===== src/rtl/mdu_pkg.sv =====
// rtl/mdu_pkg.sv - shared op encodings, FSM states and result conventions for the MDU
package mdu_pkg;

  // EX-stage op encoding: bit 1 selects divide, bit 0 selects unsigned.
  localparam logic [1:0] MDU_MULT  = 2'b00;
  localparam logic [1:0] MDU_MULTU = 2'b01;
  localparam logic [1:0] MDU_DIV   = 2'b10;
  localparam logic [1:0] MDU_DIVU  = 2'b11;

  typedef enum logic [1:0] {
    ST_IDLE = 2'd0,
    ST_MUL  = 2'd1,
    ST_DIV  = 2'd2,
    ST_DONE = 2'd3
  } mdu_state_e;

  // Divide by zero: hi returns the raw dividend, lo is filled with this bit.
  localparam bit DIV0_HI_IS_DIVIDEND = 1'b1;
  localparam logic DIV0_LO_BIT       = 1'b1;

  function automatic logic is_signed_op(input logic [1:0] op);
    return ~op[0];
  endfunction

  function automatic logic is_div_op(input logic [1:0] op);
    return op[1];
  endfunction

endpackage


===== src/rtl/mdu_iter_if.sv =====
// rtl/mdu_iter_if.sv - EX-stage request/result bundle for the iterative MDU
// master: EX stage (drives start/op/a/b/cancel); slave: mdu_iter (drives stallreq/done/hi/lo).
interface mdu_iter_if #(
  parameter int WIDTH = 32
);
  logic             start;
  logic [1:0]       op;
  logic [WIDTH-1:0] a;
  logic [WIDTH-1:0] b;
  logic             cancel;
  logic             stallreq;
  logic             done;
  logic [WIDTH-1:0] hi;
  logic [WIDTH-1:0] lo;

  modport master (output start, op, a, b, cancel, input stallreq, done, hi, lo);
  modport slave  (input start, op, a, b, cancel, output stallreq, done, hi, lo);
endinterface


===== src/rtl/mdu_div_core.sv =====
// rtl/mdu_div_core.sv - restoring divider datapath, one quotient bit per step
// Ports: clk_i/rst_i (sync, active-high); load_i captures dividend_i/divisor_i magnitudes;
// step_i advances one bit; rem_d_o/quo_d_o are the values the current step produces.
module mdu_div_core #(
  parameter int WIDTH = 32
) (
  input  logic             clk_i,
  input  logic             rst_i,
  input  logic             load_i,
  input  logic             step_i,
  input  logic [WIDTH-1:0] dividend_i,
  input  logic [WIDTH-1:0] divisor_i,
  output logic [WIDTH-1:0] rem_d_o,
  output logic [WIDTH-1:0] quo_d_o
);
  logic [WIDTH-1:0] rem_q, quo_q, dvsr_q;
  logic [WIDTH:0]   trial;

  // quo_q doubles as the dividend shift register: its MSB feeds the
  // partial remainder while quotient bits enter at the LSB.
  always_comb begin
    trial = {rem_q, quo_q[WIDTH-1]} - {1'b0, dvsr_q};
    if (!trial[WIDTH]) begin
      rem_d_o = trial[WIDTH-1:0];
      quo_d_o = {quo_q[WIDTH-2:0], 1'b1};
    end else begin
      rem_d_o = {rem_q[WIDTH-2:0], quo_q[WIDTH-1]};
      quo_d_o = {quo_q[WIDTH-2:0], 1'b0};
    end
  end

  always_ff @(posedge clk_i) begin
    if (rst_i) begin
      rem_q  <= '0;
      quo_q  <= '0;
      dvsr_q <= '0;
    end else if (load_i) begin
      rem_q  <= '0;
      quo_q  <= dividend_i;
      dvsr_q <= divisor_i;
    end else if (step_i) begin
      rem_q  <= rem_d_o;
      quo_q  <= quo_d_o;
    end
  end
endmodule


===== src/rtl/mdu_iter.sv =====
// rtl/mdu_iter.sv - iterative multiply/divide unit producing HI/LO for the EX stage
// Ports: clk, rst (sync, active-high); bus (mdu_iter_if.slave): start/op/a/b/cancel in,
// stallreq (combinational), done (one-cycle pulse), hi/lo (registered result) out.
module mdu_iter
  import mdu_pkg::*;
#(
  parameter int WIDTH      = 32,
  parameter bit MUL_SINGLE = 1'b0
) (
  input  logic        clk,
  input  logic        rst,
  mdu_iter_if.slave   bus
);
  localparam int CNT_W = $clog2(WIDTH);
  localparam logic [CNT_W-1:0] LAST_STEP = CNT_W'(WIDTH - 1);

  mdu_state_e         state_q;
  logic [CNT_W-1:0]   cnt_q;
  logic               sa_q, sb_q, bz_q;
  logic [WIDTH-1:0]   a_q, mcand_q, hi_q, lo_q;
  logic [2*WIDTH-1:0] prod_q;
  logic               done_q;

  logic               sa_d, sb_d, accept;
  logic [WIDTH-1:0]   amag_d, bmag_d;
  logic [WIDTH:0]     mul_sum_d;
  logic [2*WIDTH-1:0] prod_d, prod1_d, mul_res_d, mul1_res_d;
  logic [WIDTH-1:0]   rem_d, quo_d, rem_res_d, quo_res_d;

  always_comb begin
    sa_d   = is_signed_op(bus.op) & bus.a[WIDTH-1];
    sb_d   = is_signed_op(bus.op) & bus.b[WIDTH-1];
    // Magnitudes stay WIDTH-bit unsigned, so |most-negative| is exact.
    amag_d = sa_d ? -bus.a : bus.a;
    bmag_d = sb_d ? -bus.b : bus.b;
    accept = (state_q == ST_IDLE) && bus.start && !bus.cancel;

    // Shift-add: the multiplier sits in the low half of prod_q and is
    // consumed LSB first while the partial product shifts in from the top.
    mul_sum_d  = {1'b0, prod_q[2*WIDTH-1:WIDTH]} + (prod_q[0] ? {1'b0, mcand_q} : '0);
    prod_d     = {mul_sum_d, prod_q[WIDTH-1:1]};
    mul_res_d  = (sa_q ^ sb_q) ? -prod_d : prod_d;

    prod1_d    = {{WIDTH{1'b0}}, amag_d} * {{WIDTH{1'b0}}, bmag_d};
    mul1_res_d = (sa_d ^ sb_d) ? -prod1_d : prod1_d;

    quo_res_d  = (sa_q ^ sb_q) ? -quo_d : quo_d;
    rem_res_d  = sa_q ? -rem_d : rem_d;
  end

  mdu_div_core #(.WIDTH(WIDTH)) u_div (
    .clk_i      (clk),
    .rst_i      (rst),
    .load_i     (accept && is_div_op(bus.op)),
    .step_i     (state_q == ST_DIV),
    .dividend_i (amag_d),
    .divisor_i  (bmag_d),
    .rem_d_o    (rem_d),
    .quo_d_o    (quo_d)
  );

  always_ff @(posedge clk) begin
    if (rst) begin
      state_q <= ST_IDLE;
      cnt_q   <= '0;
      sa_q    <= 1'b0;
      sb_q    <= 1'b0;
      bz_q    <= 1'b0;
      a_q     <= '0;
      mcand_q <= '0;
      prod_q  <= '0;
      hi_q    <= '0;
      lo_q    <= '0;
      done_q  <= 1'b0;
    end else begin
      done_q <= 1'b0;
      if (bus.cancel) begin
        state_q <= ST_IDLE;
      end else begin
        unique case (state_q)
          ST_IDLE: if (bus.start) begin
            sa_q    <= sa_d;
            sb_q    <= sb_d;
            bz_q    <= (bus.b == '0);
            a_q     <= bus.a;
            mcand_q <= amag_d;
            prod_q  <= {{WIDTH{1'b0}}, bmag_d};
            cnt_q   <= '0;
            if (is_div_op(bus.op)) begin
              state_q <= ST_DIV;
            end else if (MUL_SINGLE) begin
              {hi_q, lo_q} <= mul1_res_d;
              done_q       <= 1'b1;
              state_q      <= ST_DONE;
            end else begin
              state_q <= ST_MUL;
            end
          end
          ST_MUL: begin
            prod_q <= prod_d;
            if (cnt_q == LAST_STEP) begin
              {hi_q, lo_q} <= mul_res_d;
              done_q       <= 1'b1;
              cnt_q        <= '0;
              state_q      <= ST_DONE;
            end else begin
              cnt_q <= cnt_q + 1'b1;
            end
          end
          ST_DIV: begin
            if (cnt_q == LAST_STEP) begin
              if (bz_q) begin
                hi_q <= a_q;
                lo_q <= {WIDTH{DIV0_LO_BIT}};
              end else begin
                hi_q <= rem_res_d;
                lo_q <= quo_res_d;
              end
              done_q  <= 1'b1;
              cnt_q   <= '0;
              state_q <= ST_DONE;
            end else begin
              cnt_q <= cnt_q + 1'b1;
            end
          end
          ST_DONE: state_q <= ST_IDLE;
          default: state_q <= ST_IDLE;
        endcase
      end
    end
  end

  // Combinational on start so the issuing instruction stalls in its own cycle.
  assign bus.stallreq = !rst && !bus.cancel &&
                        (((state_q == ST_IDLE) && bus.start) ||
                         (state_q == ST_MUL) || (state_q == ST_DIV));
  assign bus.done = done_q;
  assign bus.hi   = hi_q;
  assign bus.lo   = lo_q;
endmodule


===== src/flat_wrapper.sv =====
// flat-port wrapper written by rule: the top's interface ports become plain ports
module mdu_iter_flat import mdu_pkg::*;
#(
  parameter int WIDTH      = 32,
  parameter bit MUL_SINGLE = 1'b0
)
  (clk, rst, bus_start, bus_op, bus_a, bus_b, bus_cancel, bus_stallreq, bus_done, bus_hi, bus_lo);
  mdu_iter_if #(.WIDTH(WIDTH)) bus_i ();
  input  logic clk;
  input  logic rst;
  input wire logic [$bits(bus_i.start)-1:0] bus_start;
  input wire logic [$bits(bus_i.op)-1:0] bus_op;
  input wire logic [$bits(bus_i.a)-1:0] bus_a;
  input wire logic [$bits(bus_i.b)-1:0] bus_b;
  input wire logic [$bits(bus_i.cancel)-1:0] bus_cancel;
  output wire logic [$bits(bus_i.stallreq)-1:0] bus_stallreq;
  output wire logic [$bits(bus_i.done)-1:0] bus_done;
  output wire logic [$bits(bus_i.hi)-1:0] bus_hi;
  output wire logic [$bits(bus_i.lo)-1:0] bus_lo;
  assign bus_i.start = bus_start;
  assign bus_i.op = bus_op;
  assign bus_i.a = bus_a;
  assign bus_i.b = bus_b;
  assign bus_i.cancel = bus_cancel;
  assign bus_stallreq = bus_i.stallreq;
  assign bus_done = bus_i.done;
  assign bus_hi = bus_i.hi;
  assign bus_lo = bus_i.lo;
  mdu_iter #(.WIDTH(WIDTH), .MUL_SINGLE(MUL_SINGLE)) u_core (.clk(clk), .rst(rst), .bus(bus_i));
endmodule

===== config.mk =====
export PLATFORM = sky130hd
export DESIGN_NAME = mdu_iter_flat
export DESIGN_NICKNAME = d
export VERILOG_FILES = /design/src/rtl/mdu_pkg.sv /design/src/rtl/mdu_iter_if.sv /design/src/rtl/mdu_div_core.sv /design/src/rtl/mdu_iter.sv /design/src/flat_wrapper.sv
export SDC_FILE = /design/constraint.sdc
export NUM_CORES = 1
export LEC_CHECK = 0
export BUFFER_PORTS_ARGS = -buffer_cell sky130_fd_sc_hd__buf_2
export CORE_UTILIZATION = 54
export CTS_CLUSTER_SIZE = 40
export DETAILED_ROUTE_END_ITERATION = 12
export PLACE_DENSITY = 0.71
export SYNTH_ARGS = -nofsm -noshare
export SYNTH_HDL_FRONTEND = slang
export SYNTH_SLANG_ARGS = --single-unit

===== constraint.sdc =====
create_clock -name clk -period 7.25 [get_ports clk]
set_clock_uncertainty 0.15 [all_clocks]
set_input_delay 1.45 -clock clk [delete_from_list [all_inputs] [get_ports clk]]
set_output_delay 1.45 -clock clk [all_outputs]
set_load 0.01 [all_outputs]

== After elaboration in Yosys (flattened, before gate mapping) ==
Index checks and enable logic that the tools add are counted.

* Word-level logic and storage cells: 88
* Flip-flop bits (word level): 299
* Input port bits: 70

* Equality and inequality tests: 8
* Multiplexer cells: 28
* Bitwise operators: 6
* Add/subtract/negate cells: 8
* Reduce and logical (&&, ||, !) cells: 24

{| class="wikitable"
|+ Operators by type and width
! operator !! count
|-
| 32-bit 2-to-1 mux || 14
|-
| 64-bit 2-to-1 mux || 2
|-
| 32-bit negator || 4
|-
| 32-bit case mux with 2 select lines || 2
|-
| 64-bit case mux with 2 select lines || 1
|-
| 64-bit negator || 1
|-
| 32-bit by 33-bit adder with 33-bit output || 1
|-
| 33-bit by 32-bit subtractor with 33-bit output || 1
|-
| 32-bit logical NOT || 1
|-
| 5-bit 2-to-1 mux || 2
|-
| 5-bit case mux with 2 select lines || 1
|-
| 3-bit AND reduction || 3
|-
| 2-bit nonzero test || 4
|-
| 2-bit 2-to-1 mux || 3
|-
| 2-bit by 1-bit inequality test with 1-bit output (second input constant) || 3
|-
| 2-bit case mux with 3 select lines || 1
|-
| 2-bit OR reduction || 3
|-
| 5-bit by 1-bit adder with 5-bit output (second input constant) || 1
|-
| 5-bit == test (second input constant) || 1
|-
| 1-bit logical AND || 5
|-
| 2-bit == test (second input constant) || 2
|-
| 4-bit AND reduction || 1
|-
| 1-bit inverter || 3
|-
| 3-bit OR reduction || 1
|-
| 9 further kinds || 13
|}

== Longest topological paths before layout ==
Gate-level depths: netlist of run 1.

* Word-level depth: 7
* Depth in mapped cells: 26
* Gate-level depth less buffers: 23

== Modules after synthesis ==
A second synthesis of run 1 with hierarchy kept.

* Cells, all modules: 2,805
* Area total of the unflattened synthesis: 21,064.0 sq um

{| class="wikitable"
|+ By module, submodules not included
! module !! cells an instance !! instances !! area an instance (sq um)
|-
| mdu_iter || 2,002 || 1 || 14,779.2
|-
| mdu_div_core || 803 || 1 || 6,284.8
|}

== Least setup slack after synthesis of run 1 ==
OpenSTA, ideal clock, no wires.

* Kind: reg2reg
* Start point: reg u_core.u_div.quo_q[31]
* End point: reg u_core.hi_q[30], in the netlist u_core.bus.hi[30]
* Clock period less this slack: 5,369 ps
* Path buffers: 3
* Path slack: 1,881 ps
* Arrival: 5,145 ps
* Cell stages (with the launch flop): 27
* Required time: 7,027 ps
* Library setup time: 73 ps
* Path through: dfxtp_1 > inv_1 > ha_1 > inv_1 > fa_1 > a211oi_4 > o211ai_2 > a21oi_4 > a211oi_2 > nor3_2 > nor2_4 > inv_2 > clkbuf_1 > buf_1 > buf_2 > nor2_1 > a21oi_1 > ha_1 > inv_1 > nor2_1 > nand4b_1 > o41a_1 > nand3b_4 > o41ai_2 > xnor2_1 > o221a_1 > nor3_2

* Word-level cells in the longest chain between the ends: 7

{| class="wikitable"
|+ Ends and longest elaborated chain
! element !! RTL line !! source
|-
| start: declaration || mdu_div_core.sv:16 || <nowiki>logic [WIDTH-1:0] rem_q, quo_q, dvsr_q;</nowiki>
|-
| start signal: assignment || mdu_div_core.sv:39 || <nowiki>quo_q <= dividend_i;</nowiki>
|-
| start signal: assignment || mdu_div_core.sv:43 || <nowiki>quo_q <= quo_d_o;</nowiki>
|-
| 33-bit by 32-bit subtractor with 33-bit output || mdu_div_core.sv:22 || <nowiki>trial = {rem_q, quo_q[WIDTH-1]} - {1'b0, dvsr_q};</nowiki>
|-
| 32-bit 2-to-1 mux (*) || mdu_div_core.sv:23 || <nowiki>if (!trial[WIDTH]) begin</nowiki>
|-
| 32-bit negator || mdu_iter.sv:48 || <nowiki>rem_res_d = sa_q ? -rem_d : rem_d;</nowiki>
|-
| 32-bit 2-to-1 mux (*) || mdu_iter.sv:48 ||
|-
| 32-bit 2-to-1 mux (*) || mdu_iter.sv:112 || <nowiki>if (bz_q) begin</nowiki>
|-
| 32-bit 2-to-1 mux (*) || mdu_iter.sv:111 || <nowiki>if (cnt_q == LAST_STEP) begin</nowiki>
|-
| 32-bit case mux with 2 select lines (*) || mdu_iter.sv:80 || <nowiki>unique case (state_q)</nowiki>
|-
| end signal: assignment || mdu_iter.sv:92 || <nowiki>{hi_q, lo_q} <= mul1_res_d;</nowiki>
|-
| end signal: assignment || mdu_iter.sv:113 || <nowiki>hi_q <= a_q;</nowiki>
|-
| end signal: assignment || mdu_iter.sv:116 || <nowiki>hi_q <= rem_res_d;</nowiki>
|-
| end: declaration || mdu_iter.sv:20 || <nowiki>logic [WIDTH-1:0] a_q, mcand_q, hi_q, lo_q;</nowiki>
|}

Mark *: on every way between the ends. The rest lies on a longest branch, timed or not. The select of a mux whose other input is x is not followed.
A chain may end at the register's enable or synchronous reset.

== Worst setup path in the final report of run 1 ==
* Start point: reg u_core.u_div.quo_q[31]
* End point: reg u_core.hi_q[26], in the netlist u_core.bus.hi[26]

The elaborated chain is that of the path after synthesis.

==> results of run 1 <==
==> kinds of logic (layout without fill, tap and decap cells) <==
family          after synthesis  in the layout  share of synthesized area
simple gates               1009           1009                     0.2256
compound gates              855            855                     0.2738
flops                       298            298                     0.2886
buf+inv                     266            304                    0.04994
fa+ha+maj                    77             77                    0.04733
mux                          37             37                    0.01816
xor+xnor                    228            228                    0.09660
==> worst min path at each step <==
stage | start | to | cells past startpoint
finish | u_core.bus.lo[23]$_SDFFE_PP0P_ | u_core.bus.lo[23]$_SDFFE_PP0P_ | 2
global route | u_core.bus.lo[21]$_SDFFE_PP0P_ | u_core.bus.lo[21]$_SDFFE_PP0P_ | 2
CTS | u_core.bus.lo[21]$_SDFFE_PP0P_ | u_core.bus.lo[21]$_SDFFE_PP0P_ | 2
detailed placement | u_core.bus.lo[21]$_SDFFE_PP0P_ | u_core.bus.lo[21]$_SDFFE_PP0P_ | 2
global placement | u_core.bus.lo[23]$_SDFFE_PP0P_ | u_core.bus.lo[23]$_SDFFE_PP0P_ | 2
floorplan | u_core.a_q[10]$_SDFFE_PP0P_ | u_core.a_q[10]$_SDFFE_PP0P_ | 2
==> worst reg2reg max path: stages (launching register included) <==
cell and delay [ps]:
sky130_fd_sc_hd__dfxtp_1 330, sky130_fd_sc_hd__inv_1 100, sky130_fd_sc_hd__ha_1 180, sky130_fd_sc_hd__inv_1 60
sky130_fd_sc_hd__fa_1 490, sky130_fd_sc_hd__a211oi_4 370, sky130_fd_sc_hd__o211ai_2 150, sky130_fd_sc_hd__a21oi_4 270
sky130_fd_sc_hd__a211oi_2 130, sky130_fd_sc_hd__nor3_2 520, sky130_fd_sc_hd__nor2_4 80, sky130_fd_sc_hd__inv_2 200
sky130_fd_sc_hd__nor2_1 60, sky130_fd_sc_hd__a21oi_1 220, sky130_fd_sc_hd__ha_1 300, sky130_fd_sc_hd__inv_1 110
sky130_fd_sc_hd__nor2_1 180, sky130_fd_sc_hd__nand4b_1 160, sky130_fd_sc_hd__o41a_1 470, sky130_fd_sc_hd__nand3b_4 200
sky130_fd_sc_hd__o21ai_0 260, sky130_fd_sc_hd__xor2_1 180, sky130_fd_sc_hd__a221oi_1 100, sky130_fd_sc_hd__a211oi_1 260
==> layer usage <==
layer  share of wire  track usage
met5         0.00019            0
met4           0.035       0.1390
met3           0.078      0.03927
met2            0.45       0.5554
met1            0.44       0.4846
==> synth_stat cells (19+ instances only) <==
cell type / instances / area share
sky130_fd_sc_hd__a21oi_1: 300 / 0.073
sky130_fd_sc_hd__inv_1: 76 / 0.014
sky130_fd_sc_hd__and2_1: 48 / 0.015
sky130_fd_sc_hd__nand4_1: 20 / 0.0061
sky130_fd_sc_hd__o221ai_1: 26 / 0.011
sky130_fd_sc_hd__nor2b_1: 40 / 0.012
sky130_fd_sc_hd__xor2_1: 105 / 0.044
sky130_fd_sc_hd__nor3_1: 48 / 0.012
sky130_fd_sc_hd__o21ai_0: 91 / 0.022
sky130_fd_sc_hd__mux2i_1: 33 / 0.016
sky130_fd_sc_hd__o211ai_1: 34 / 0.012
sky130_fd_sc_hd__nand2b_1: 19 / 0.0058
sky130_fd_sc_hd__nor2_1: 400 / 0.073
sky130_fd_sc_hd__a211oi_1: 165 / 0.060
sky130_fd_sc_hd__nor4_1: 25 / 0.0076
sky130_fd_sc_hd__xnor2_1: 123 / 0.052
sky130_fd_sc_hd__dfxtp_1: 298 / 0.29
sky130_fd_sc_hd__a31oi_1: 38 / 0.012
sky130_fd_sc_hd__o31ai_1: 20 / 0.0073
sky130_fd_sc_hd__nand2_1: 275 / 0.050
sky130_fd_sc_hd__clkbuf_1: 154 / 0.028
sky130_fd_sc_hd__ha_1: 75 / 0.045
sky130_fd_sc_hd__or3_1: 21 / 0.0064
sky130_fd_sc_hd__a21o_1: 24 / 0.0087
sky130_fd_sc_hd__nand3_1: 40 / 0.0097
==> state kept, by name, summed over array words and instances, names as in the netlist, 2 cells and up <==
name	flops
u_core.a_q	31
u_core.bus.hi	32
u_core.bus.lo	32
u_core.cnt_q	5
u_core.mcand_q	32
u_core.prod_q	64
u_core.state_q	2
u_core.u_div.dvsr_q	32
u_core.u_div.quo_q	32
u_core.u_div.rem_q	32
==> final cells by class <==
cell class,count,area share
multi-input cells,2206,0.6047
flip-flops and latches,298,0.2626
clock buffers,46,0.04444
repair buffers,166,0.04025
well taps,511,0.02814
inverters,78,0.01289
clock inverters,14,0.007048
==> metrics by stage <==
stage	worst slack, ps	instance area (um^2)	power [mW]	hold WS, ps
after floorplan	1881	20670	3.336	281.2
after global placement	1947	21550	3.860	278.9
after detailed placement	1808	21550	3.889	282.2
after CTS	1744	22720	5.740	297.7
after global routing	1309	22720	6.035	316.3
final	1649	22720	5.765	291.4
==> placed cells by master (no fill, tap or decap), types with 20 or more instances in the layout <==
cell	count
sky130_fd_sc_hd__a21oi_1	300
sky130_fd_sc_hd__or3_1	21
sky130_fd_sc_hd__nor2_1	396
sky130_fd_sc_hd__ha_1	73
sky130_fd_sc_hd__nor3_1	48
sky130_fd_sc_hd__mux2i_1	33
sky130_fd_sc_hd__o31ai_1	20
sky130_fd_sc_hd__nor2b_1	40
sky130_fd_sc_hd__buf_4	31
sky130_fd_sc_hd__nand4_1	20
sky130_fd_sc_hd__xor2_1	104
sky130_fd_sc_hd__clkbuf_16	37
sky130_fd_sc_hd__nor4_1	25
sky130_fd_sc_hd__buf_2	134
sky130_fd_sc_hd__a21o_1	24
sky130_fd_sc_hd__o21ai_0	91
sky130_fd_sc_hd__o211ai_1	34
sky130_fd_sc_hd__and2_1	48
sky130_fd_sc_hd__a211oi_1	165
sky130_fd_sc_hd__nand2_1	275
sky130_fd_sc_hd__nand3_1	40
sky130_fd_sc_hd__dfxtp_1	298
sky130_fd_sc_hd__inv_1	76
sky130_fd_sc_hd__xnor2_1	122
sky130_fd_sc_hd__a31oi_1	38
sky130_fd_sc_hd__o221ai_1	26
==> power breakdown <==
part	switching [mW]	total, mW	internal (mW)	leakage, nW
combinational	1.36	2.07	0.713	5.98
clock	0.768	1.86	1.09	0.572
sequential	0.104	1.83	1.73	2.42
==> results.env, run 1 <==
CTSROOTBUFFERMASTER='sky130_fd_sc_hd__clkbuf_16'
WORST_SLEW_PIN_SLEW_PS=1279
PATH_DELAY_FAMILY='compound AO/OA/AOI/OAI gates'
YS_WARN_COUNT=0
YS_FF_LATCH=298
CLKLATENCYLATEPIN_PS=560
DRTITER0DRC=1916
DIE_WIDTH_UM=197.7
CRIT_SLOWEST_CELL='sky130_fd_sc_hd__nor3_2'
SYNTH_TOP_FLOP_CELL='sky130_fd_sc_hd__dfxtp_1'
TIMING_MAX_TRANSITION_VIOLATIONS_FINAL=0
HPWL_UM=52240
SYNTH.CELL_AREA_UM2=20670
TIMING_HOLD_VIOLATIONS_FINAL=0
CELLPOWERDENSITY_nW_PER_UM2=253.7
FIRST_GLOBAL_VIAS=18779
WORST_EP_REQUIRED_TIME_PS=7570
SETUP_TNS_PS=0
CAP_VIOLATIONS=0
P_LEAK_nW=8.975
HOLDBUFCOUNTCTS=0
NUM-FILL-CELLS=3544
AREA_OF_ALL_SEQUENTIAL_STANDARD_CELLS_UM2=5966
CLOCK_BUFFER_COUNT_FROM_CTS=37
POSTLAYOUTCOREUTIL=0.6032
CORE_UM2=37670
NUM_IO_PINS=136
ROWS=71
GRT_START_MAX_NET_PINS=80
CRIT_END='u_core.bus.hi[26]$_SDFFE_PP0P_'
WORST_PATH_LARGEST_CELL_DELAY_PS=520
YS_SEQ_AREA_FRAC=0.2886
MAX-SLEW-MARGIN-REL=0.1454
START_KIND='flop'
START_TO_END_TYPE_OF_THE_WORST_SETUP_PATH='flop to flop'
CTS.CLK_SLEW.WORST_PATHS_PS=60
STATUS='complete, no violations'
DETAILROUTE.VIA_COUNT=21021
SYNTH_CELL_TYPE_COUNT=99
VIASPERCELL=6.334
FLOORPLAN.INITIALDENSITY=0.5488
POST-ROUTE-MIN-PERIOD_PS=5601
ROUTE.ANTENNA.REMAINING_NETS=0
DRT_PASS1_ITERATIONS=7
CLOCK_SINKS=298
FINAL_CELLS=3319
CHAIN_OF_CELLS_FORMING_THE_CRITICAL_PATH='inv_1 > ha_1 > inv_1 > fa_1 > a211oi_4 > o211ai_2 > a21oi_4 > a211oi_2 > nor3_2 > nor2_4 > inv_2 > nor2_1 > a21oi_1 > ha_1 > inv_1 > nor2_1 > nand4b_1 > o41a_1 > nand3b_4 > o21ai_0 > xor2_1 > a221oi_1 > a211oi_1'
WORST-R2R-CELL-COUNT=23
GLOBAL_ROUTE_TOTAL_OVERFLOW=0
H-TREE-DEPTH=2
TRITONCTS='built'
SHARE_OF_SYNTHESIZED_FLIP_FLOPS_WITH_AN_ASYNCHRONOUS_SET_OR_RESET=0
DRC=0
POST_CTS.REPAIR.SETUP_BUFFERS=0
TIMING.RR.START='u_core.u_div.quo_q[31]$_SDFFE_PP0P_'
SETUP_VIOL=0
CLK_PATH_BUF_DEPTH=3
MIN_PERIOD_OVER_PERIOD=0.7725
BUFFER_PORTS.INSERTED=135
GRT_UTIL_ALL_LAYERS=0.3505
POSTROUTEWIRELENGTH_UM=69980
POST_CTS_RESIZE_COUNT=0
DIE_AREA_UM2=39070
SYNTH_AREA_PER_CELL_UM2=7.462
WORSTHOLDPATHTYPE='flop to flop'
DIE_HEIGHT_UM=197.7
GP_CONGESTION=0.9502
MAPPEDNETLISTNETS=2917
TIMING.CRITICAL_PATH.ARRIVAL_PS=5920
RSZ_0062_RAISED_AFTER_GLOBAL_ROUTING='no'
SYN-INSTANCE-COUNT=2770
NUMBER_OF_FLOPS_MAPPED_TO_ENABLE_CELLS_BY_YOSYS=0
MULTIINPUTGATEAREA_UM2=13740
GRT_ANTENNA_BEFORE_REPAIR=2
WORST_REG2REG_ENDPOINT='u_core.bus.hi[26]$_SDFFE_PP0P_'
CRITPATHMOSTFREQUENTCELL='sky130_fd_sc_hd__inv_1'
CRITPATHMAXFANOUT=13
GRT_FIRST_PASS_WIRELENGTH_UM=106400
FINAL_NETS=2934
ANTENNA_CELLS_INSERTED=0
FF2FF_SETUP_SLACK_PS=1650
CP-END-KIND='flop'
POST-PLACE-CELLS=3259
TIMING_LIMITED_MAXIMUM_FREQUENCY_MHz=178.5
ROUTE.DETAILED.WL_PER_INST_UM=21.08
TIMING.CRITICAL_PATH.FROM='u_core.u_div.quo_q[31]$_SDFFE_PP0P_'
NUMBER_OF_BUFFER_AND_INVERTER_STAGES_ON_THE_CRITICAL_PATH=4
CRITICAL_PATH_STAGES=23
MAX-VDD-IR-DROP_mV=0.1599
AREA_GROWTH_SYN_TO_LAYOUT_PCT=9.921
POST_ROUTE_CELLS_DRIVE_ABOVE_1_SHARE=0.09758
No activity file was read; power rests on OpenSTA's default activity.
==> run 2, diff against run 1 <==
==> constraint.sdc (replaced) <==
create_clock -name clk -period 5.6 [get_ports clk]
set_clock_uncertainty 0.15 [all_clocks]
set_input_delay 1.12 -clock clk [delete_from_list [all_inputs] [get_ports clk]]
set_output_delay 1.12 -clock clk [all_outputs]
set_load 0.01 [all_outputs]
==> run 2 against run 1 <==
Net effect: first-iteration DRC count increased by 4.6%; cell count grew 0.30%; design area grew 0.56%; flip-flop and latch count did not move; sequential power up 29%; worst setup slack got worse by 1200 ps; routed wire length decreased by 0.77%; die area stayed put; total power increased by 30%; register-to-register slack got worse by 1200 ps; largest power group unchanged; highest routed layer unchanged.
==> results.env, run 2 (same netlist as run 1, synthesis figures left out) <==
SETUP_VIOL=0  # unchanged
GRTUSAGEMET3=0.05276  # was 0.03927
TIMING.RR.START='u_core.prod_q[0]$_SDFFE_PP0P_'  # was u_core.u_div.quo_q[31]$_SDFFE_PP0P_
CLOCK_BUFFER_COUNT_FROM_CTS=36  # was 37
CLK_PATH_BUF_DEPTH=3  # unchanged
CRIT_END='u_core.bus.hi[25]$_SDFFE_PP0P_'  # was u_core.bus.hi[26]$_SDFFE_PP0P_
POSTLAYOUTCOREUTIL=0.6066  # was 0.6032
DRT_PASS1_ITERATIONS=5  # was 7
DIE_HEIGHT_UM=197.7  # unchanged
TIMING_HOLD_VIOLATIONS_FINAL=0  # unchanged
GP_CONGESTION=0.9645  # was 0.9502
FF2FF_SETUP_SLACK_PS=420  # was 1650 ps
CP-END-KIND='flop'  # unchanged
BUFFER_PORTS.INSERTED=135  # unchanged
POST-ROUTE-MIN-PERIOD_PS=5184  # was 5601 ps
FLOORPLAN.INITIALDENSITY=0.5488  # unchanged
POST_ROUTE_CELLS_DRIVE_ABOVE_1_SHARE=0.1015  # was 0.09758
DETAILROUTE.VIA_COUNT=20837  # was 21021
POST-PLACE-CELLS=3268  # was 3259
MAX-VDD-IR-DROP_mV=0.2647  # was 0.1599 mV
NUM_IO_PINS=136  # unchanged
STDCELL_AREA_UM2=22850  # was 22720 um^2
TIMING_MAX_TRANSITION_VIOLATIONS_FINAL=0  # unchanged
SETUP_TNS_PS=0  # unchanged
GRT_UTIL_ALL_LAYERS=0.3502  # was 0.3505
LARGEST-REGISTER='u_core.prod_q'  # unchanged
CORE_UM2=37670  # unchanged
POSTROUTEWIRELENGTH_UM=69440  # was 69980 um
ANTENNA_CELLS_INSERTED=0  # unchanged
WORST-R2R-CELL-COUNT=15  # was 23
POST_CTS.REPAIR.SETUP_BUFFERS=0  # unchanged
MAX-SLEW-MARGIN-REL=0.1787  # was 0.1454
GROUTE.LAYER.MET2.USAGE=0.5606  # was 0.5554
TIMING.CRITICAL_PATH.ARRIVAL_PS=5400  # was 5920 ps
H-TREE-DEPTH=2  # unchanged
WORSTHOLDPATHTYPE='flop to flop'  # unchanged
RSZ_0062_RAISED_AFTER_GLOBAL_ROUTING='no'  # unchanged
DIE_AREA_UM2=39070  # unchanged
FINALWORSTSETUPSLACK_PS=416.2  # was 1649 ps
DRC=0  # unchanged
PLACED_CELL_AREAS_UM2=21640  # was 21550 um^2
CTS.CLK_SLEW.WORST_PATHS_PS=60  # about the same
P_LEAK_nW=9.037  # was 8.975 nW
ROUTE.ANTENNA.REMAINING_NETS=0  # unchanged
VIASPERCELL=6.259  # was 6.334
HPWL_UM=51950  # was 52240 um
CRITPATHMAXFANOUT=20  # was 13
TIMING_LIMITED_MAXIMUM_FREQUENCY_MHz=192.9  # was 178.5 MHz
GRT_USE_MET1=0.4741  # was 0.4846
ROUTE.DETAILED.WL_PER_INST_UM=20.86  # was 21.08 um
TIMING.CRITICAL_PATH.FROM='u_core.prod_q[0]$_SDFFE_PP0P_'  # was u_core.u_div.quo_q[31]$_SDFFE_PP0P_
DIE_WIDTH_UM=197.7  # unchanged
WORST_EP_REQUIRED_TIME_PS=5810  # was 7570 ps
STATUS='complete, no violations'  # unchanged
ROWS=71  # unchanged
CAP_VIOLATIONS=0  # unchanged
LAYOUT.CELLS.MOST_COMMON='sky130_fd_sc_hd__nor2_1'  # unchanged
CLOCK_SINKS=298  # unchanged
CLKLATENCYLATEPIN_PS=540  # was 560 ps
LAYOUT.CELLS.MOST_COMMON_LIST='sky130_fd_sc_hd__nor2_1, sky130_fd_sc_hd__a21oi_1, sky130_fd_sc_hd__dfxtp_1'  # unchanged
GRT_START_MAX_NET_PINS=154  # was 80
TOTAL_POWER_mW=7.513  # was 5.765 mW
LARGEST_REGISTER_FF_COUNT=64  # unchanged
DRTITER0DRC=2005  # was 1916
MIN_PERIOD_OVER_PERIOD=0.9257  # was 0.7725
FINAL_CELLS=3329  # was 3319
START_KIND='flop'  # unchanged
HOLDBUFCOUNTCTS=0  # unchanged
MOST_CROWDED_LAYER_AFTER_GLOBAL_ROUTING='met2'  # unchanged
PLACE_WS_PS=524.5  # was 1808 ps
GLOBAL_ROUTE_TOTAL_OVERFLOW=0  # unchanged
GRT_FIRST_PASS_WIRELENGTH_UM=106800  # was 106400 um
START_TO_END_TYPE_OF_THE_WORST_SETUP_PATH='flop to flop'  # unchanged
WORST_REG2REG_ENDPOINT='u_core.bus.hi[25]$_SDFFE_PP0P_'  # was u_core.bus.hi[26]$_SDFFE_PP0P_
FINAL_NETS=2942  # was 2934
AREA_GROWTH_SYN_TO_LAYOUT_PCT=10.54  # was 9.921%
TRITONCTS='built'  # unchanged
NUM-FILL-CELLS=3587  # was 3544
TIMING.HOLD.WS_PS=305.5  # was 291.4 ps
GRT_ANTENNA_BEFORE_REPAIR=1  # was 2
CTSROOTBUFFERMASTER='sky130_fd_sc_hd__clkbuf_16'  # unchanged
WORST_SLEW_PIN_SLEW_PS=1231  # was 1279 ps
FIRST_GLOBAL_VIAS=19082  # was 18779
CELLPOWERDENSITY_nW_PER_UM2=328.8  # was 253.7 nW/um^2
## run 2: how the worst min path moves through the flow
stage,startpoint,end,cells after the start
6_report,u_core.cnt_q[4]$_SDFFE_PP0P_,u_core.cnt_q[4]$_SDFFE_PP0P_,2
5_1_grt,u_core.a_q[30]$_SDFFE_PP0P_,u_core.a_q[30]$_SDFFE_PP0P_,2
4_1_cts,u_core.bus.lo[12]$_SDFFE_PP0P_,u_core.bus.lo[12]$_SDFFE_PP0P_,2
3_5_place_dp,u_core.bus.lo[4]$_SDFFE_PP0P_,u_core.bus.lo[4]$_SDFFE_PP0P_,2
3_3_place_gp,u_core.bus.lo[20]$_SDFFE_PP0P_,u_core.bus.lo[20]$_SDFFE_PP0P_,2
2_1_floorplan,u_core.a_q[10]$_SDFFE_PP0P_,u_core.a_q[10]$_SDFFE_PP0P_,2
## run 2: final cells by class
| cell class | count | area, um^2 | area share |
|---|---|---|---|
| timing repair buffer | 175 | 1007 | 0.04408 |
| clock buffer | 49 | 1040 | 0.04550 |
| sequential | 298 | 5966 | 0.2611 |
| inverter | 78 | 292.8 | 0.01281 |
| tap | 511 | 639.4 | 0.02798 |
| multi-input combinational | 2206 | 13750 | 0.6016 |
| clock inverter | 12 | 158.9 | 0.006954 |
## run 2: layer usage
metal | part of all wire | vias to the layer above
met2 | 0.45 | 846
met5 | 0.00019 | -
li1 | - | 9983
met4 | 0.037 | 2
met3 | 0.075 | 151
met1 | 0.44 | 9855
## run 2: where the power goes
part / internal, mW / switching [mW] / total, mW
combinational: 0.953 / 1.81 / 2.76
sequential: 2.24 / 0.123 / 2.36
clock: 1.44 / 0.949 / 2.39
total: 4.63 / 2.88 / 7.51
## run 2: timing repair
action                     CTS  global route
setup endpoints to repair    0             2
resized for setup            0             2
hold endpoints to repair     0             0
## run 2: critical path, stage by stage (launching register included)
cell                       delay, ps
sky130_fd_sc_hd__dfxtp_1         590
sky130_fd_sc_hd__buf_4           310
sky130_fd_sc_hd__and2_1          170
sky130_fd_sc_hd__ha_1            280
sky130_fd_sc_hd__a21o_1          250
sky130_fd_sc_hd__a221oi_2        370
sky130_fd_sc_hd__or4_1           270
sky130_fd_sc_hd__nand3_1         220
sky130_fd_sc_hd__xnor2_1         430
sky130_fd_sc_hd__nand3_1         160
sky130_fd_sc_hd__or4_4           580
sky130_fd_sc_hd__nor4_4          470
sky130_fd_sc_hd__a41oi_1         200
sky130_fd_sc_hd__xor2_1          190
sky130_fd_sc_hd__a222oi_1        250
sky130_fd_sc_hd__a211oi_1        130
